$ cat src/rtl/counter_mod_updown_shift_param.sv
// Parametrised modulo up/down counter with shift/rotate modes, programmable
// wrap limit W, optional saturation and single-cycle overflow/underflow pulses.
module counter_mod_updown_shift_param #(
  parameter int                 WIDTH     = 8,
  parameter logic [WIDTH-1:0]   RESET_VAL = '0
) (
  input  logic             C,
  input  logic             R,
  input  logic [WIDTH-1:0] D,
  input  logic [WIDTH-1:0] W,
  input  logic             L,
  input  logic             INC,
  input  logic             DEC,
  input  logic             SHL,
  input  logic             SHR,
  input  logic             SAT,
  input  logic             ROT,
  output logic [WIDTH-1:0] Q,
  output logic             OVF,
  output logic             UNF,
  output logic             Z,
  output logic             M
);

  logic [WIDTH-1:0] q_next;
  logic             ovf_next;
  logic             unf_next;
  logic             shl_in;
  logic             shr_in;

  assign shl_in = ROT ? Q[WIDTH-1] : D[0];
  assign shr_in = ROT ? Q[0]       : D[WIDTH-1];

  // Exactly one action per edge, by priority; flags default low so they pulse.
  always_comb begin
    q_next   = Q;
    ovf_next = 1'b0;
    unf_next = 1'b0;
    if (L) begin
      q_next = D;
    end else if (INC) begin
      if (Q < W) begin
        q_next = Q + 1'b1;
      end else begin
        q_next   = SAT ? W : '0;
        ovf_next = 1'b1;
      end
    end else if (DEC) begin
      if (Q > W) begin
        // Out-of-range value (from a load or a shrinking W) clamps back in.
        q_next = W;
      end else if (Q != '0) begin
        q_next = Q - 1'b1;
      end else begin
        q_next   = SAT ? '0 : W;
        unf_next = 1'b1;
      end
    end else if (SHL) begin
      q_next = {Q[WIDTH-2:0], shl_in};
    end else if (SHR) begin
      q_next = {shr_in, Q[WIDTH-1:1]};
    end
  end

  always_ff @(posedge C) begin
    if (R) begin
      Q   <= RESET_VAL;
      OVF <= 1'b0;
      UNF <= 1'b0;
    end else begin
      Q   <= q_next;
      OVF <= ovf_next;
      UNF <= unf_next;
    end
  end

  assign Z = (Q == '0);
  assign M = (Q == W);

endmodule

$ cat config.mk
export PLATFORM = sky130hd
export DESIGN_NAME = counter_mod_updown_shift_param
export DESIGN_NICKNAME = d
export VERILOG_FILES = /design/src/rtl/counter_mod_updown_shift_param.sv
export SDC_FILE = /design/constraint.sdc
export NUM_CORES = 1
export LEC_CHECK = 0
export BUFFER_PORTS_ARGS = -buffer_cell sky130_fd_sc_hd__buf_2
export CELL_PAD_IN_SITES_DETAIL_PLACEMENT = 0
export CELL_PAD_IN_SITES_GLOBAL_PLACEMENT = 1
export CORE_UTILIZATION = 40
export DETAILED_ROUTE_END_ITERATION = 12
export MAX_ROUTING_LAYER = met4
export PLACE_DENSITY = 0.86
export SLEW_MARGIN = 30
export SYNTH_ARGS = -nofsm -noshare
export SYNTH_HDL_FRONTEND = slang
export SYNTH_SLANG_ARGS = --single-unit
$ cat constraint.sdc
create_clock -name C -period 3.6 [get_ports C]
set_input_delay 0.54 -clock C [delete_from_list [all_inputs] [get_ports C]]
set_output_delay 0.54 -clock C [all_outputs]
set_load 0.1 [all_outputs]
-- Yosys cells after proc, flatten, opt, wreduce, memory -nomap -nowiden
Index checks and enable logic that the tools add are counted.
- memories: 0
- memory bits (read-only): 0
- bits in writable memories: 0
- word-level logic and storage cells: 29
- input port bits: 25
- register bits after elaboration: 10
- output and inout port bits: 12
- bits in latches: 0
- reduce and logical (&&, ||, !) cells: 5
- add/subtract/negate cells: 2
- div/mod/pow operators: 0
- shift operators: 0
- $mul: 0
- multiplexer cells: 14
- bitwise gates (word level): 2
- eq/ne operators: 1
- order comparisons: 2
- operator list (operator ; count):
    two-way mux 8 bit ; 10
    adder 8 x 1 -> 8 bit, second input constant ; 1
    == test 8 bit ; 1
    greater-than comparator 8 bit ; 1
    zero test 8 bit ; 1
    < comparator 8 bit ; 1
    nonzero test 8 bit ; 1
    subtractor 8 x 1 -> 8 bit, second input constant ; 1
    nonzero test 5 bit ; 1
    OR reduction 5 bit ; 1
    two-way mux 1 bit ; 4
    OR reduction 3 bit ; 1
    NOT 1 bit ; 2

-- Longest topological paths before layout
- depth after elaboration: 6
- mapped depth: 10
- gate-level depth less buffers: 8

-- Worst setup path before layout
No wires, ideal clock.
- path kind: flip-flop to flip-flop
- start: register Q[0]
- end: register Q[5]
- setup time: 0.091 ns
- buffers on the path: 1
- required time: 3.509 ns
- stages on the path, launching flop included: 10
- setup slack: -0.752 ns
- clock period less this slack: 4.352 ns
- arrival time: 4.261 ns
- path through: dfxtp_1 > clkbuf_1 > inv_1 > ha_1 > nand4_1 > nor2_1 > nor2_1 > nor4_2 > a21oi_1 > a311oi_1
- cells in the longest elaborated chain, start to end: 6
- elaborated cells between the ends (all ways): 11
- those cells by class: add/sub: 2; order compare: 2; mux: 6; reduce/logical: 1
- ends and longest elaborated chain (element ; RTL line ; RTL):
    start, declared ; 18 ; output logic [WIDTH-1:0] Q,
    start signal, assigned ; 71 ; Q <= q_next;
    subtractor 8 x 1 -> 8 bit / nonzero test 8 bit (equally long branches) ; 53, 52 ;
    two-way mux 8 bit ; 52 ; end else if (Q != '0) begin
    two-way mux 8 bit ; 49 ; if (Q > W) begin
    two-way mux 8 bit ; 48 ; end else if (DEC) begin
    two-way mux 8 bit * ; 41 ; end else if (INC) begin
    two-way mux 8 bit * ; 39 ; if (L) begin
Mark *: on every way between the ends. The rest lies on a longest branch, timed or not.
A chain may end at the register's enable or synchronous reset.

-- Worst setup path after layout
- start: register Q[2]
- end: output Z
- cells in the longest elaborated chain, start to end: 1
- ends and longest elaborated chain (element ; RTL line ; RTL):
    zero test 8 bit ; 77 ; assign Z = (Q == '0);
    end, declared ; 21 ; output logic Z,
Every way passes these cells.

==> metrics.md <==
| Metric | Value |
|---|---|
| Run status | finished clean |
| Number of I/O port buffers | 36 |
| Routability cong. | about 0.9 |
| Die width | between 50 and 60 µm |
| Root Buffer | clkbuf_4 |
| Clock Skew | ~0.0027 ns |
| Skew-Pair Late Insertion Delay | 0.27 ns |
| Slew Limit Fails | 0 |
| Post-DP HPWL | between 3000 and 4000 µm |
| Sequential-to-total area share from yosys stat | 0.150 |
| Fillers | 347 |
| Setup violations, final | 0 |
| Startpoint Class | register |
| Worst hold path class | in2reg |
| Global-route wire length before repair | 6560 µm |
| Pre-CTS setup slack | 0.884 ns |
| Initial drt markers | 70 |
| Fmax | 332 MHz |
| Asr flop ratio synth | 0 |
| Commonest non-fill, non-tap cell in the layout | buf_2 |
| Cells after Synth | 186 |
| Max-cap violations | 0 |
| Clock-pin slew on the worst setup and hold paths | around 0.080 ns |
| Min cycle time layout | ~3.0 ns |
| Syn Area/Cell | between 7 and 8 µm² |
| Number of vias per cell | a little under 6 |
| Maximum buffer depth of the clock tree | 2 |
| Routed vias | around 1500 |
| Least-Margin Pin Slew | around 0.87 ns |
| Final Hold Fails | 0 |
| Main synth FF type | dfxtp_1 |
| Worst setup path class | reg2out |
| DRT Pass-1 Iters | 4 |
| Largest net degree at the start of global routing | 18 |
| YS warnings | 0 |
| Hold slack final | ~0.57 ns |
| Aggregate routed wire length | 4110 µm |
| Antenna-violating nets left | 0 |
| Post-synthesis cell type count | between 40 and 50 |
| Layout cells sized above 1 | 0.235 |
| Synth Register Bits | 10 |
| P per Cell Area | approximately 340 nW/µm² |
| Synth Net Count | around 220 |
| Crit-path max FO | 13 |
| RSZ-0062 raised after global routing | false |
| GRT Residual Overflow | 0 |
| Setup ws final | about 0.59 ns |
| Num rows | 20 |
| Peak VDD IR | about 140 µV |
| CTS sink cnt | 10 |
| Starting density of the core | 0.429 |
| Initial antenna violation count | 0 |
| Area Overhead vs Synth | 17.2% |
| Core footprint | ~3100 µm² |
| TritonCTS Buffers | 3 |
| Total power | approximately 0.53 mW |
| DRC | 0 |
| Setup bufs post-CTS | 0 |
| LEAKAGE | 0.692 nW |
| PostCTS Resize Cnt | 0 |
| Diode count | 0 |
| Post-CTS Hold Fix Bufs | 0 |
| Most frequent cells in the layout | buf_2 (36), a21oi_1 (18), nand2_1 (15) |
| Critical Path End Type | primary output |
| Slew Limit Headroom | 0.419 |
| Die Span Y | a little under 60 µm |
| TNS Setup | 0 ns |
| Arrival @ worst endpoint | approximately 2.5 ns |
| I/O pin cnt | 37 |
| Post-synth EDFFs | 0 |
| Final period util | 0.836 |
| CTS HTree Levels | 1 |
| WL per Instance | about 16 µm |
| Vias in the first global route | about 1400 |
| GRT Util Overall | 0.255 |
| CTS tree | done |
| Die area | around 3600 µm² |
| WP data required | around 3 ns |
| Layout net count | between 200 and 300 |
| Mapped Area | about 1300 µm² |
-- final cells by class --
| class | instances | area (µm²) | share of cell area |
|---|---|---|---|
| Multi-Input combinational cell | 150 | 1030 | 0.662 |
| Sequential cell | 10 | 200 | 0.128 |
| Timing Repair Buffer | 38 | 195 | 0.125 |
| Tap cell | 44 | 55.1 | 0.0353 |
| Inverter | 11 | 41.3 | 0.0265 |
| Clock buffer | 4 | 36.3 | 0.0233 |
-- power breakdown --
| group | leakage (nW) | internal, mW | switching [mW] |
|---|---|---|---|
| Clock | 0.0210 | 0.0614 | 0.0432 |
| Combinational | 0.589 | 0.0893 | 0.187 |
| Sequential | 0.0823 | 0.120 | 0.0318 |
-- flip-flops by register name, indices dropped and copies added, names as in the netlist --
name	cells
OVF	1
UNF	1
Q	8
-- cell families (layout without fill, tap and decap cells) --
group,after synthesis,count (layout),synth area share
AO/OA/AOI/OAI,60,60,0.315
XOR/XNOR,12,12,0.0789
adder cells (fa/ha/maj),11,11,0.103
buffers and inverters,26,53,0.0799
flip-flops,10,10,0.150
multiplexers,1,1,0.00752
AND/OR/NAND/NOR,66,66,0.265
-- per-stage QoR --
stage	utilization	std cells	area, µm²
after global placement	0.491	253	1520
after detailed placement	0.491	253	1520
after global routing	0.503	257	1560
final	0.503	257	1560
after floorplan	-	186	1340
after CTS	0.503	257	1560
-- worst paths after layout --
| path | cells past startpoint | slack, ns | end | from |
|---|---|---|---|---|
| worst max-delay path | 4 | 0.59 | Z | Q[2]$_SDFFE_PP0P_ |
| worst min-delay path | 3 | 0.57 | Q[2]$_SDFFE_PP0P_ | W[2] |
| worst min register to register | 2 | 0.69 | Q[4]$_SDFFE_PP0P_ | Q[4]$_SDFFE_PP0P_ |
| worst max register to register | 8 | 0.89 | Q[6]$_SDFFE_PP0P_ | Q[0]$_SDFFE_PP0P_ |
-- metal layers --
layer  track usage  vias up  routed length [µm]
li1              -      743                   -
met1         0.326      710                1930
met2         0.429       62                1890
met3        0.0130        2                 256
met4        0.0831        0                  34
met5             -        -                   0
-- critical path: stages (launching register included) --
cell     delay, ns
dfxtp_1       0.49
or4_4         0.62
or4b_4        0.57
inv_2         0.10
buf_2         0.42
-- Yosys cell counts (all sizes together), types with 2 or more instances --
| library cell | number | area [µm²] |
|---|---|---|
| nand2b | 2 | 12.5 |
| nand4 | 2 | 12.5 |
| inv | 11 | 41.3 |
| a22oi | 6 | 45.0 |
| and2 | 2 | 12.5 |
| xnor2 | 6 | 52.6 |
| dfxtp | 10 | 200 |
| o21ai | 5 | 25.0 |
| and3 | 3 | 18.8 |
| nand3 | 10 | 50.1 |
| nor4 | 3 | 25.0 |
| clkbuf | 12 | 45.0 |
| o21bai | 2 | 15.0 |
| a31oi | 6 | 37.5 |
| nand2 | 15 | 56.3 |
| nor3 | 4 | 20.0 |
| buf | 3 | 20.0 |
| nor2b | 6 | 37.5 |
| a21oi | 18 | 90.1 |
| xor2 | 6 | 52.6 |
| nor2 | 14 | 60.1 |
| a22o | 4 | 35.0 |
| a311oi | 6 | 52.6 |
| ha | 11 | 138 |
Note: power is estimated with default switching activity, not from simulation.
